--- src/rtl/wb_pkg.sv ---
// Shared types for the writeback stage: register-file geometry and the rd/data writeback request.
package wb_pkg;
   localparam int XLEN       = 32;
   localparam int REG_ADDR_W = 5;

   typedef struct packed {
      logic [REG_ADDR_W-1:0] rd;
      logic [XLEN-1:0]       data;
   } wb_req_t;
endpackage

--- src/rtl/wb_load_queue.sv ---
// Load-return FIFO of wb_req_t entries. The head is read combinationally and is valid when the queue is not empty.
// The caller must not push while full or pop while empty.
module wb_load_queue
   import wb_pkg::*;
#(
   parameter int DEPTH = 4
) (
   input  logic    clock_i,
   input  logic    reset_i,
   input  logic    push,
   input  wb_req_t push_dat,
   input  logic    pop,
   output wb_req_t head_dat,
   output logic    full,
   output logic    empty
);
   localparam int AW = $clog2(DEPTH);
   localparam logic [AW:0] CNT_ONE  = 1;
   localparam logic [AW:0] CNT_FULL = DEPTH[AW:0];

   wb_req_t       mem [DEPTH];
   logic [AW-1:0] wr_ptr;
   logic [AW-1:0] rd_ptr;
   logic [AW:0]   count;

   always_ff @(posedge clock_i) begin
      if (!reset_i) begin
         wr_ptr <= '0;
         rd_ptr <= '0;
         count  <= '0;
      end else begin
         if (push) begin
            mem[wr_ptr] <= push_dat;
            wr_ptr      <= wr_ptr + AW'(1);
         end
         if (pop) begin
            rd_ptr <= rd_ptr + AW'(1);
         end
         case ({push, pop})
            2'b10:   count <= count + CNT_ONE;
            2'b01:   count <= count - CNT_ONE;
            default: count <= count;
         endcase
      end
   end

   assign head_dat = mem[rd_ptr];
   assign full     = (count == CNT_FULL);
   assign empty    = (count == '0);
endmodule

--- src/rtl/regfile_writeback.sv ---
// Dual-port writeback: pipe A/B results plus queued load returns; 32-entry busy scoreboard; load starvation flag.
// Results appear on the write ports one cycle after they are valid. Loads wait in the queue while ld_ready_o is low.
// Optional check: WB_ERROR_CHECK_EN enables the sticky err_o protocol flag.
module regfile_writeback
   import wb_pkg::*;
#(
   parameter int LDQ_DEPTH    = 4,
   parameter int STARVE_LIMIT = 8
) (
   input  logic                  clock_i,
   input  logic                  reset_i,
   input  logic                  A_res_valid_i,
   input  logic [REG_ADDR_W-1:0] A_res_rd_i,
   input  logic [XLEN-1:0]       A_res_data_i,
   input  logic                  B_res_valid_i,
   input  logic [REG_ADDR_W-1:0] B_res_rd_i,
   input  logic [XLEN-1:0]       B_res_data_i,
   input  logic                  ld_valid_i,
   input  logic [REG_ADDR_W-1:0] ld_rd_i,
   input  logic [XLEN-1:0]       ld_data_i,
   output logic                  ld_ready_o,
   input  logic                  A_iss_set_i,
   input  logic [REG_ADDR_W-1:0] A_iss_rd_i,
   input  logic                  B_iss_set_i,
   input  logic [REG_ADDR_W-1:0] B_iss_rd_i,
   output logic [XLEN-1:0]       busy_o,
   output logic                  ldq_starve_o,
   output logic [REG_ADDR_W-1:0] A_rd_addr_o,
   output logic [XLEN-1:0]       A_rd_data_o,
   output logic                  A_rd_write_o,
   output logic [REG_ADDR_W-1:0] B_rd_addr_o,
   output logic [XLEN-1:0]       B_rd_data_o,
   output logic                  B_rd_write_o,
   output logic                  err_o
);
   localparam int CW = $clog2(STARVE_LIMIT + 1);
   localparam logic [CW-1:0] STARVE_MAX = STARVE_LIMIT[CW-1:0];

   wb_req_t       ldq_head;
   logic          ldq_full;
   logic          ldq_empty;
   logic          ldq_push;
   logic          ldq_pop;
   logic          a_use;
   logic          b_use;
   wb_req_t       a_req;
   wb_req_t       b_req;
   logic [XLEN-1:0] clr_mask;
   logic [XLEN-1:0] set_mask;
   logic [XLEN-1:0] busy_nxt;
   logic [CW-1:0]   starve_cnt;
   logic [CW-1:0]   starve_cnt_nxt;

   assign ld_ready_o = reset_i & ~ldq_full;
   assign ldq_push   = ld_valid_i & ld_ready_o;
   // A load only drains into a port slot that neither pipe claimed this cycle.
   assign ldq_pop    = ~ldq_empty & ~(A_res_valid_i & B_res_valid_i);

   wb_load_queue #(.DEPTH(LDQ_DEPTH)) u_ldq (
      .clock_i  (clock_i),
      .reset_i  (reset_i),
      .push     (ldq_push),
      .push_dat ('{rd: ld_rd_i, data: ld_data_i}),
      .pop      (ldq_pop),
      .head_dat (ldq_head),
      .full     (ldq_full),
      .empty    (ldq_empty)
   );

   assign a_use = A_res_valid_i | ldq_pop;
   assign a_req = A_res_valid_i ? '{rd: A_res_rd_i, data: A_res_data_i} : ldq_head;
   assign b_use = B_res_valid_i | (ldq_pop & A_res_valid_i);
   assign b_req = B_res_valid_i ? '{rd: B_res_rd_i, data: B_res_data_i} : ldq_head;

   always_comb begin
      clr_mask = '0;
      set_mask = '0;
      if (a_use)       clr_mask[a_req.rd]   = 1'b1;
      if (b_use)       clr_mask[b_req.rd]   = 1'b1;
      if (A_iss_set_i) set_mask[A_iss_rd_i] = 1'b1;
      if (B_iss_set_i) set_mask[B_iss_rd_i] = 1'b1;
      busy_nxt    = (busy_o & ~clr_mask) | set_mask;
      busy_nxt[0] = 1'b0;
   end

   always_comb begin
      starve_cnt_nxt = starve_cnt;
      if (ldq_empty || ldq_pop)        starve_cnt_nxt = '0;
      else if (starve_cnt < STARVE_MAX) starve_cnt_nxt = starve_cnt + CW'(1);
   end

   always_ff @(posedge clock_i) begin
      if (!reset_i) begin
         A_rd_addr_o  <= '0;
         A_rd_data_o  <= '0;
         A_rd_write_o <= 1'b0;
         B_rd_addr_o  <= '0;
         B_rd_data_o  <= '0;
         B_rd_write_o <= 1'b0;
         busy_o       <= '0;
         starve_cnt   <= '0;
         ldq_starve_o <= 1'b0;
      end else begin
         // x0 writes still occupy the slot and latch data, but never strobe the regfile.
         A_rd_write_o <= a_use && (a_req.rd != '0);
         B_rd_write_o <= b_use && (b_req.rd != '0);
         if (a_use) begin
            A_rd_addr_o <= a_req.rd;
            A_rd_data_o <= a_req.data;
         end
         if (b_use) begin
            B_rd_addr_o <= b_req.rd;
            B_rd_data_o <= b_req.data;
         end
         busy_o       <= busy_nxt;
         starve_cnt   <= starve_cnt_nxt;
         ldq_starve_o <= (starve_cnt_nxt >= STARVE_MAX);
      end
   end

`ifdef WB_ERROR_CHECK_EN
   logic err_hit;
   assign err_hit = (ld_valid_i & ~ld_ready_o)
                  | (A_res_valid_i & B_res_valid_i & (A_res_rd_i == B_res_rd_i) & (A_res_rd_i != '0))
                  | (a_use & (a_req.rd != '0) & ~busy_o[a_req.rd])
                  | (b_use & (b_req.rd != '0) & ~busy_o[b_req.rd]);

   always_ff @(posedge clock_i) begin
      if (!reset_i)     err_o <= 1'b0;
      else if (err_hit) err_o <= 1'b1;
   end
`else
   assign err_o = 1'b0;
`endif
endmodule
--- config.mk ---
export PLATFORM = sky130hd
export DESIGN_NAME = regfile_writeback
export DESIGN_NICKNAME = d
export VERILOG_FILES = /design/src/rtl/wb_pkg.sv /design/src/rtl/wb_load_queue.sv /design/src/rtl/regfile_writeback.sv
export SDC_FILE = /design/constraint.sdc
export NUM_CORES = 1
export LEC_CHECK = 0
export CAP_MARGIN = 10
export CORE_UTILIZATION = 46
export CTS_CLUSTER_DIAMETER = 100
export DETAILED_ROUTE_END_ITERATION = 16
export PLACE_DENSITY = 0.76
export SETUP_SLACK_MARGIN = 0.5
export SKIP_LAST_GASP = 1
export SLEW_MARGIN = 20
export SYNTH_ARGS = -nofsm -noshare
export SYNTH_HDL_FRONTEND = slang
export SYNTH_SLANG_ARGS = --single-unit
--- constraint.sdc ---
create_clock -name clock_i -period 2.9 [get_ports clock_i]
set_clock_uncertainty 0.05 [all_clocks]
set_input_delay 0.87 -clock clock_i [delete_from_list [all_inputs] [get_ports clock_i]]
set_output_delay 0.87 -clock clock_i [all_outputs]
set_load 0.03 [all_outputs]
* Word-level counts from Yosys, hierarchy flattened
Memories as Yosys holds them, arrays and structs flattened. A register that Yosys moved wholly into a read port is not among the register bits. Index checks and enable logic that the tools add are counted.
Word-level totals: register bits after elaboration 120, bits in latches 0, RAM bits 148, bits in read-only memories 0, input port bits 128, output and inout bits 111, logic and storage cells 80, memories kept 1
Operators by class: $add $sub $neg 5, multipliers 0, div/mod/pow operators 0, magnitude comparators 10, equal/unequal tests 3, shift operators 0, mux-type cells 22, bitwise logic cells 15, reduce and logical (&&, ||, !) cells 11
Memory list:
- u_ldq.mem | words 4, width 37, rd ports 1, clocked after Yosys merged registers in 1, write ports 1, RTL line wb_load_queue.sv:21 | wb_req_t mem [DEPTH];
Operator list (number):
- $mux 32 | 4
- $or 32x32->32 | 3
- $mux 37 | 2
- $and 32x32->32 | 1
- $not 32->32 | 1
- $lt 5x6->1 const B | 4
- $demux 1 s5 | 4
- $ge 5x1->1 const B | 4
- $reduce_bool 5->1 | 2
- $mux 4 | 2
- $mux 1 | 7
- $logic_and 1x1->1 | 6
- $pmux 3 s2 | 1
- $and 1x1->1 | 5
- $add 2x1->2 const B | 2
- $add 4x1->4 const B | 1
- $ge 4x4->1 const B | 1
- $lt 4x4->1 const B | 1
- $mux 2 | 2
- $add 3x1->3 const B | 1
- $eq 3x3->1 const B | 1
- $logic_not 3->1 | 1
- $not 1->1 | 3
- $sub 3x1->3 const B | 1
- 5 further kinds | 6

* Depth between registers and ports, before layout
Gate-level depths: netlist of run 1.
word-level depth 11, depth in mapped cells 10, depth with buffers taken out 10

* Cells and area by module
A second synthesis of run 1 with hierarchy kept.
Second synthesis, totals: cell total of the unflattened synthesis 986, area total of the unflattened synthesis 12107.9 sq um
Modules (own cells, without submodules):
- regfile_writeback | times used 1, cells each 746, area each 6258.5 sq um, seq. area each 2242.2 sq um
- wb_load_queue | times used 1, cells each 240, area each 5849.4 sq um, seq. area each 4624.4 sq um

* Least setup slack after synthesis of run 1
No wires, ideal clock.
path kind input-to-reg, from in reset_i, to mem u_ldq.mem[0][0] (netlist name) (enable), library setup time 0.398 ns, arrival time 2.713 ns, required time 2.452 ns, path slack -0.261 ns, stages on the path 3, buffers on the path 0, cell sequence clkinv_1 > a31oi_1 > and3_1
On the way: longest elaborated chain between the ends 5
Ends and longest elaborated chain:
- start, declared | RTL line regfile_writeback.sv:11 | input logic reset_i,
- $and 1x1->1 | RTL line regfile_writeback.sv:54 | assign ld_ready_o = reset_i & ~ldq_full;
- net ld_ready_o | RTL line regfile_writeback.sv:21 | output logic ld_ready_o,
- $and 1x1->1 | RTL line regfile_writeback.sv:55 | assign ldq_push = ld_valid_i & ld_ready_o;
- $mux 1 | RTL line wb_load_queue.sv:32 | if (push) begin
- $mux 1 | RTL line wb_load_queue.sv:27 | if (!reset_i) begin
- $mux 1 (not written as such) | RTL line wb_load_queue.sv:33 | mem[wr_ptr] <= push_dat;
- end, declared | RTL line wb_load_queue.sv:21
The timed path passes the listed nets, and every way through them passes these cells.

* Worst setup path after layout of run 1
from in reset_i, to out ld_ready_o
On the way: longest elaborated chain between the ends 1
Ends and longest elaborated chain (RTL line):
- $and 1x1->1 | regfile_writeback.sv:54
- end, declared | regfile_writeback.sv:21
Every way passes these cells.

==> out/results.ini, run 1 <==
[synthesis]
yosys.cell_types.count=56
synth_area_sq_um=11400
postSynthCellCount=971
synthTopCellsByArea=edfxtp_1, dfxtp_1, mux4_2, nand2_1, a21oi_1
yosysWarnings=0
yosysTopAreaCellShare_pct=39.0
yosysSeqAreaShare_pct=60.1
synth_edf_count=148
synth_seq_cells=268
synthFlopType=edfxtp_1
syn_area_per_cell_sq_um=11.7
yosysTopAreaCell=edfxtp_1
yosysMostFrequentCell=nand2_1
async_reset_ff_share_pct=0
ys_top_cells_by_count=nand2_1, edfxtp_1, dfxtp_1

[detailed_routing]
dr.pass1.iters=5
drcViolationCount=0
via_per_inst=5.73
finalWirelength_mm=32.0
wl_per_cell_microns=20.4
drtIter0Drc=770
num_vias=9014
ant_nets=0

[final_layout]
antenna_cells=0
seqCellArea_sq_um=6850
design_area_sq_um=15300
drive_gt1_share_pct=14.9
post-route-util_pct=62.9
multi_input_area_sq_um=4330
nFillCells=1915
syn2layout_area_growth_pct=34.2
final_cells=1573
nNetsFinal=1361

[clock_tree]
cts.hold.buffers_added=0
path_clk_slew_ps=60
cts_tree=built
cts_max_path_buffers=3
cts_buffers=29
cts_root_buf=clkbuf_16
clock-sinks=268
htree_levels=1
clk_latency_ps=550

[die]
rows=57
fp.coreArea_sq_um=24300
num_io_pins=239
die_x_microns=159
dieArea_sq_um=25400
chipHeight_microns=159
initial_core_util_pct=46.9

[sta]
slew_violations=0
fmax_ghz=0.410
fin_ws_ps=463
final-setup-viol-count=0
fin_crit_sh_pct=84.0
rsz0062_at_grt=yes
max-slew-margin-rel_pct=29.9
tightest_slew_ps=1050
hold_violations=0
finalCriticalPeriod_ps=2440

[outcome]
outcome=finished clean

[placed_design]
detailed_place.area_sq_um=14300
portBuffers=236
gp_congestion=0.882
place_ws_ps=-97.5
place_hpwl_mm=21.4
numPlacedInstances=1501

[pwr]
powerDensity_nw_per_um2=786
ir_drop_mv=0.812
p_leak_nw=5.81
total_power_mw=12.0

[grt]
grt_overflow=0
grt_pass1_wl_mm=49.0
antenna_found_initial=1
grt_pass1_vias=8840
grt_start_max_net_pins=87
grt_usage_pct=24.6

[flow_run]
cap_violations=0

[worst_setup_path]
worst-setup-path-type=in2out
crit_arrival_ps=1520
critPathLaunchType=input port
end_kind=output port
worst_ep_required_time_ps=1980
cp_max_fo=3

[hold_path]
hp-class=reg2reg

-- layout make-up --
cell class	count	share of cell area (%)
Sequential cell	268	44.8
Clock inverter	17	0.916
Clock buffer	37	5.20
Tap cell	324	2.65
Multi-Input combinational cell	621	28.3
Timing Repair Buffer	289	17.7
Inverter	17	0.425
-- worst max-delay path: stages --
cell and delay [ps]:
buf_2 130, clkinv_2 80, a31oi_4 170, buf_6 130
buf_6 120
-- cells in the final DEF (no fill, tap or decap), drive strengths merged, types with 4 or more instances in the layout --
cell type      Yosys  layout
clkinvlp           0       6
dfxtp            120     120
and3               6       6
or3                4       4
o221ai             8       8
a311oi            32      32
o32ai              8       8
o21ai              9       9
a211oi             4       4
nand2b             6       6
or3b               9       9
nor2              81      81
clkinv             2       9
clkbuf            39      37
nand2            178     178
a221oi            25      25
dlygate4sd2        0     108
ha                 6       6
o22a              11      11
nand3b            13      13
a21o              19      19
o31ai              4       4
o32a               6       6
a21oi             80      80
o21a               6       6
clkdlybuf4s50      0     124
inv               15      18
xor2               4       4
mux4              37      38
edfxtp           148     148
nand3              9       9
buf               28      56
o22ai             26      26
-- metal layers --
metal / up-vias / GRT usage, % / wire length, microns
li1: 4181 / - / -
met1: 4378 / 32.5 / 13600
met2: 404 / 41.0 / 15200
met3: 51 / 5.13 / 2510
met4: 0 / 7.26 / 700
met5: - / 0 / 0
-- per-stage QoR --
stage | hold WS, ps | setup TNS [ps]
3_3_place_gp | 417 | -106
3_5_place_dp | 419 | -150
2_1_floorplan | 435 | 0
4_1_cts | 431 | 0
5_1_grt | 456 | 0
6_report | 427 | 0
-- report_power, final --
group / total [mW] / switching (mW) / internal (mW)
logic: 3.91 / 2.41 / 1.50
registers: 4.56 / 0.198 / 4.36
clock network: 3.55 / 1.50 / 2.04
total: 12.0 / 4.11 / 7.90
-- worst paths after layout --
kind	from	endpoint	slack (ps)	cells after the start
max	reset_i	ld_ready_o	460	5
min	B_rd_data_o[3]	B_rd_data_o[3]	430	2
max reg2reg	flip-flop	busy_o[21]	590	6
min reg2reg	B_rd_data_o[3]	B_rd_data_o[3]	430	2
-- registers in the layout (all words and copies together) (netlist names), 3 cells and up, named ones only --
register	flops
A_rd_data_o	32
B_rd_addr_o	5
starve_cnt	3
u_ldq.count	3
u_ldq.mem	148
A_rd_addr_o	5
B_rd_data_o	32
busy_o	31
-- logic make-up (layout without fill, tap and decap cells) --
logic type	Yosys count	after routing	synth area share (%)
and+or+nand+nor	319	319	12.2
buffers and inverters	84	360	3.13
DFF	268	268	60.1
adders and majority gates	7	7	0.835
xor gates and xnor gates	7	7	0.538
AOI/OAI and AO/OA	246	246	15.7
muxes	39	40	7.49
other	1	2	0.0329
-- repair_timing --
| action | CTS | global route |
|---|---|---|
| endpoints found under the setup margin | 130 | 32 |
| gates resized for setup | 115 | 13 |
| setup buffers | 5 | 12 |
| pin swaps | 0 | 3 |
| cloned | 0 | 1 |
No activity file was read; power rests on OpenSTA's default activity.
==> run 2: changes to the inputs <==
--- a/config.mk
+++ b/config.mk
@@ -6,10 +6,10 @@
 export NUM_CORES = 1
 export LEC_CHECK = 0
 export CAP_MARGIN = 10
-export CORE_UTILIZATION = 46
+export CORE_UTILIZATION = 51
 export CTS_CLUSTER_DIAMETER = 100
 export DETAILED_ROUTE_END_ITERATION = 16
-export PLACE_DENSITY = 0.76
+export PLACE_DENSITY = 0.8
 export SETUP_SLACK_MARGIN = 0.5
 export SKIP_LAST_GASP = 1
 export SLEW_MARGIN = 20
==> constraint.sdc (replaced) <==
create_clock -name clock_i -period 2.3 [get_ports clock_i]
set_clock_uncertainty 0.05 [all_clocks]
set_input_delay 0.69 -clock clock_i [delete_from_list [all_inputs] [get_ports clock_i]]
set_output_delay 0.69 -clock clock_i [all_outputs]
set_load 0.03 [all_outputs]
==> run 2 against run 1 <==
The run now ends with negative setup slack left; flip-flop and latch count unchanged; sequential share of layout area down 3.4 points; die area down 9.7%; critical path type is now reg2reg; power up 43%; via count up 8.4%; critical path depth up 3; global-route usage up 4.4 points; setup slack worse by 530 ps; hold slack better by 7.2 ps; final area up 10%; clock power up 23%; sequential power up 29%.
==> out/results.ini, run 2 (same netlist as run 1, synthesis figures left out) <==
[worst_setup_path]
crit_family=compound AO/OA/AOI/OAI gates
worst_ep_required_time_ps=2690  ; +710 ps
cp_max_fo=8  ; +5
end_kind=flip-flop
crit_chain=buf_4 -> mux4_2 -> buf_6 -> nand2b_4 -> o32ai_2 -> buf_4 -> a221oi_1 -> o21a_1
cp.depth=8  ; +3
critPathBufInv=3  ; -1
worst-setup-path-type=reg2reg
critPathSlowestCell=mux4_2
r2r_cells=8  ; +2
critPathLaunchType=flip-flop
slowest_delay_ps=520  ; +350 ps
crit_arrival_ps=2750  ; +1230 ps
crit_path_frequent_cell=buf_4

[detailed_routing]
via_per_inst=6.09  ; +6.3%
finalWirelength_mm=36.6  ; +14%
num_vias=9768  ; +8.4%
ant_nets=0  ; unchanged
drtIter0Drc=792  ; +2.9%
wl_per_cell_microns=22.8  ; +12%
drcViolationCount=0  ; unchanged
dr.pass1.iters=6  ; +1

[grt]
grt_pass1_wl_mm=50.3  ; +2.6%
grt_usage_pct=29.0  ; +4.4 points
grt_overflow=0  ; unchanged
grt_pass1_vias=9234  ; +4.5%
grt_start_max_net_pins=87  ; unchanged
antenna_found_initial=0  ; -1

[die]
chipHeight_microns=151  ; -5.0%
die_x_microns=151  ; -5.0%
fp.coreArea_sq_um=21900  ; -10%
num_io_pins=239  ; unchanged
rows=54  ; -5.3%
dieArea_sq_um=22900  ; -9.7%
initial_core_util_pct=52.1  ; +5.2 points

[clock_tree]
clock-sinks=268  ; unchanged
cts_root_buf=clkbuf_16
cts_max_path_buffers=3  ; unchanged
path_clk_slew_ps=60  ; about the same
cts.hold.buffers_added=0  ; unchanged
cts_tree=built
cts_buffers=27  ; -6.9%
htree_levels=1  ; unchanged
clk_latency_ps=540  ; about the same

[sta]
finalCriticalPeriod_ps=2370
fin_crit_sh_pct=103
final-setup-viol-count=6  ; +6
fmax_ghz=0.422
rsz0062_at_grt=yes
fin_ws_ps=-67.5  ; -531 ps
tightest_slew_ps=1080  ; +32.7 ps
max-slew-margin-rel_pct=27.7  ; -2.2 points
slew_violations=0  ; unchanged
hold_violations=0  ; unchanged

[final_layout]
largest_reg_flops=148  ; unchanged
nNetsFinal=1436  ; +5.5%
post-route-util_pct=76.9  ; +14 points
final_cell_mix=edfxtp_1, nand2_1, clkdlybuf4s50_1
final_common_cell=edfxtp_1
reg_top3=u_ldq.mem (148), A_rd_data_o (32), B_rd_data_o (32)
drive_gt1_share_pct=40.2  ; +25 points
nFillCells=1288  ; -33%
syn2layout_area_growth_pct=47.6
final_cells=1603  ; +1.9%
registers.top_by_ff_count=u_ldq.mem

[pwr]
powerDensity_nw_per_um2=1020  ; +30%
p_leak_nw=6.31  ; +8.6%
ir_drop_mv=0.735  ; -9.5%

[placed_design]
numPlacedInstances=1503  ; +0.13%
portBuffers=236  ; unchanged
place_hpwl_mm=21.7  ; +1.5%
gp_congestion=0.880  ; -0.31%

[outcome]
failed_checks=negative setup slack
outcome=complete, but fails checks

[flow_run]
cap_violations=0  ; unchanged

[hold_path]
min_path_cells=2  ; unchanged
hp-class=reg2reg

run 2: layout make-up:
cell class / instances / area (sq um) / share of cell area, %
sequential: 268 / 6970 / 41.4
multi-input combinational: 621 / 4750 / 28.2
timing repair buffer: 366 / 3790 / 22.6
clock buffer: 31 / 701 / 4.16
tap: 280 / 350 / 2.08
clock inverter: 19 / 180 / 1.07
inverter: 17 / 73.8 / 0.439
antenna: 1 / 2.50 / 0.0149
run 2: per-stage QoR:
step / area, sq um / setup WS [ps] / TNS (ps) / hold WS (ps) / power, mW
floorplan: 11700 / -146 / -167 / 435 / 9.03
global placement: 14800 / -448 / -39110 / 414 / 10.9
detailed placement: 14800 / -464 / -41560 / 422 / 11.1
CTS: 16000 / 18.4 / 0 / 436 / 16.0
global route: 16800 / -109 / -662 / 455 / 17.8
finish: 16800 / -67.5 / -272 / 435 / 17.2
run 2: worst paths after layout:
check                       from        endpoint  slack, ps
hold reg to reg   B_rd_data_o[9]  B_rd_data_o[9]        430
hold / removal    B_rd_data_o[9]  B_rd_data_o[9]        430
setup reg to reg       flip-flop      busy_o[17]        -70
setup / recovery       flip-flop      busy_o[17]        -70
run 2: worst min-delay path: stages (launching register included):
cell and delay, ps:
dfxtp_2 320, nand2_1 50, a311oi_1 70
run 2: report_power, final:
part           internal [mW]  total [mW]  switching, mW
sequential              5.55        5.86          0.312
combinational           3.10        6.91           3.81
clock                   2.53        4.38           1.85
run 2: timing repair:
action                                  in CTS  in global routing
setup buffers                               16                 27
pin swaps                                   22                 34
endpoints found under the hold margin        0                  0
resized for setup                          783                177
endpoints found under the setup margin     370                176
gates cloned                                 4                  2
run 2: layer usage:
layer | part of all wire [%] | vias up | GRT usage, %
li1 | - | 4351 | -
met1 | 39 | 4713 | 38.2
met2 | 48 | 578 | 47.2
met3 | 9.2 | 126 | 5.63
met4 | 4.3 | 0 | 12.2
met5 | 0 | - | 0
==> run 3: changes to the inputs <==
--- a/config.mk
+++ b/config.mk
@@ -6,10 +6,11 @@
 export NUM_CORES = 1
 export LEC_CHECK = 0
 export CAP_MARGIN = 10
-export CORE_UTILIZATION = 51
+export CORE_UTILIZATION = 50
 export CTS_CLUSTER_DIAMETER = 100
 export DETAILED_ROUTE_END_ITERATION = 16
-export PLACE_DENSITY = 0.8
+export GPL_TIMING_DRIVEN = 0
+export PLACE_DENSITY = 0.78
 export SETUP_SLACK_MARGIN = 0.5
 export SKIP_LAST_GASP = 1
 export SLEW_MARGIN = 20
==> run 3 against run 2 <==
The run still ends with negative setup slack left; via count grew 6.4%; combinational power grew 11%; flip-flop and latch count is the same; highest routed layer is now met5.
==> out/results.ini, run 3 (same netlist as run 1, synthesis figures left out) <==
[detailed_routing]
ant_nets=0  ; unchanged
num_vias=10400  ; +6.4%
wl_per_cell_microns=25.8  ; +13%
dr.pass1.iters=5  ; -1
drtIter0Drc=1013  ; +28%
finalWirelength_mm=41.7  ; +14%
via_per_inst=6.42  ; +5.3%
drcViolationCount=0  ; unchanged

[worst_setup_path]
r2r_slack_ps=-70  ; about the same
worst_ep_required_time_ps=2640  ; -50 ps
crit_arrival_ps=2710  ; -40 ps
r2r_cells=7  ; -1
crit_chain=buf_12 -> mux4_2 -> buf_6 -> or4_4 -> o31ai_4 -> buf_4 -> a221oi_2
critPathSlowestCell=mux4_2
timing.rr.end=B_rd_write_o
critPathLaunchType=flip-flop
cp_max_fo=6  ; -2
end_kind=flip-flop
worst-setup-path-type=reg2reg
slowest_delay_ps=580  ; +60 ps

[sta]
slew_violations=0  ; unchanged
finalCriticalPeriod_ps=2370  ; +0.0169 ps
fmax_ghz=0.422  ; about the same
max-slew-margin-rel_pct=34.9  ; +7.1 points
fin_crit_sh_pct=103  ; about the same
tightest_slew_ps=977  ; -107 ps
rsz0062_at_grt=yes
hold_violations=0  ; unchanged
final-setup-viol-count=9  ; +3
fin_ws_ps=-67.5  ; -0.0169 ps

[clock_tree]
cts_buffers=28  ; +3.7%
cts.hold.buffers_added=0  ; unchanged
htree_levels=1  ; unchanged
cts_tree=built
clk_latency_ps=560  ; +20 ps
cts_root_buf=clkbuf_16
path_clk_slew_ps=70  ; about the same
clock-sinks=268  ; unchanged
cts_max_path_buffers=3  ; unchanged

[final_layout]
nNetsFinal=1451  ; +1.0%
registers.top_by_ff_count=u_ldq.mem
nFillCells=1224  ; -5.0%
post-route-util_pct=79.0  ; +2.2 points
reg_top3=u_ldq.mem (148), A_rd_data_o (32), B_rd_data_o (32)
seqCellArea_sq_um=6970  ; about the same
largest_reg_flops=148  ; unchanged
design_area_sq_um=17500  ; +3.8%
final_common_cell=edfxtp_1
syn2layout_area_growth_pct=53.2
multi_input_area_sq_um=5150  ; +8.5%
drive_gt1_share_pct=44.3  ; +4.2 points
final_cell_mix=edfxtp_1, nand2_1, buf_6

[pwr]
powerDensity_nw_per_um2=1080  ; +5.6%
ir_drop_mv=0.731  ; -0.60%
p_leak_nw=6.45  ; +2.2%

[grt]
grt_usage_pct=32.6  ; +3.6 points
grt_start_max_net_pins=20  ; -77%
grt_pass1_wl_mm=58.2  ; +16%
grt_overflow=0  ; unchanged
grt_pass1_vias=9950  ; +7.8%
antenna_found_initial=2  ; +2

[placed_design]
detailed_place.area_sq_um=14400  ; -2.7%
portBuffers=235  ; -0.42%
gp_congestion=0.920  ; +4.6%
place_ws_ps=-947  ; -483 ps
place_hpwl_mm=23.8  ; +9.9%

[outcome]
failed_checks=negative setup slack
outcome=complete, but fails checks

[die]
initial_core_util_pct=51.6  ; -0.48 points
dieArea_sq_um=23400  ; +2.0%
die_x_microns=153  ; +0.98%
num_io_pins=239  ; unchanged
chipHeight_microns=153  ; +0.98%
rows=54  ; unchanged
fp.coreArea_sq_um=22100  ; +0.93%

[hold_path]
min_to=busy_o[24]
min_from=busy_o[24]
hp-class=reg2reg
min_path_cells=2  ; unchanged

[flow_run]
cap_violations=0  ; unchanged

## run 3: worst max path at each step
| stage | startpoint | endpoint | slack (ps) | cells past startpoint |
|---|---|---|---|---|
| global placement | reset_i | ld_ready_o | -940 | 4 |
| CTS | flip-flop | A_rd_write_o | -20 | 7 |
| floorplan | A_res_valid_i | u_ldq.count[2] | -150 | 10 |
| detailed placement | reset_i | ld_ready_o | -950 | 4 |
| global route | flip-flop | busy_o[3] | -100 | 7 |
| finish | flip-flop | B_rd_write_o | -70 | 7 |
## run 3: area by class of cell
class	instances	area share, %
Tap cell	280	2.01
Timing Repair Buffer	310	18.9
Clock inverter	18	1.89
Inverter	17	0.423
Sequential cell	268	40.0
Buffer	67	3.03
Clock buffer	34	4.26
Multi-Input combinational cell	624	29.5
Antenna cell	1	0.0143
## run 3: what timing repair did
item | in CTS | in global routing
pin swaps | 50 | 71
endpoints found under the setup margin | 376 | 328
resized for setup | 857 | 250
cloned | 8 | 0
setup buffers | 41 | 30
hold endpoints to repair | 0 | 0
## run 3: metal layers
layer  vias up  part of all wire [%]  GRT usage (%)
met5         -                 0.031              0
met3       173                    10           6.27
li1       4377                     -              -
met4         2                   5.1           15.5
met1      5037                    36           42.8
met2       801                    48           52.5
## run 3: power breakdown
group	switching [mW]	internal, mW
clock	1.97	3.31
sequential	0.310	5.54
combinational	4.25	3.41
total	6.53	12.3
## run 3: stage by stage
stage          hold WS, ps  cells  power, mW  TNS (ps)
4_1_cts                434   1588       17.5     -23.9
3_5_place_dp           421   1487       10.8   -125720
6_report               432   1619       18.8      -269
3_3_place_gp           417   1487       10.8   -122290
5_1_grt                451   1619       19.3      -920
2_1_floorplan          435    972       9.03      -167
## run 3: critical path, delay by kind of cell (launching register included)
kind                   cells  cell delay (ps)
AOI/OAI and AO/OA          2              210
muxes                      1              580
buffers and inverters      3              530
and+or+nand+nor            1              490
DFF                        1              340
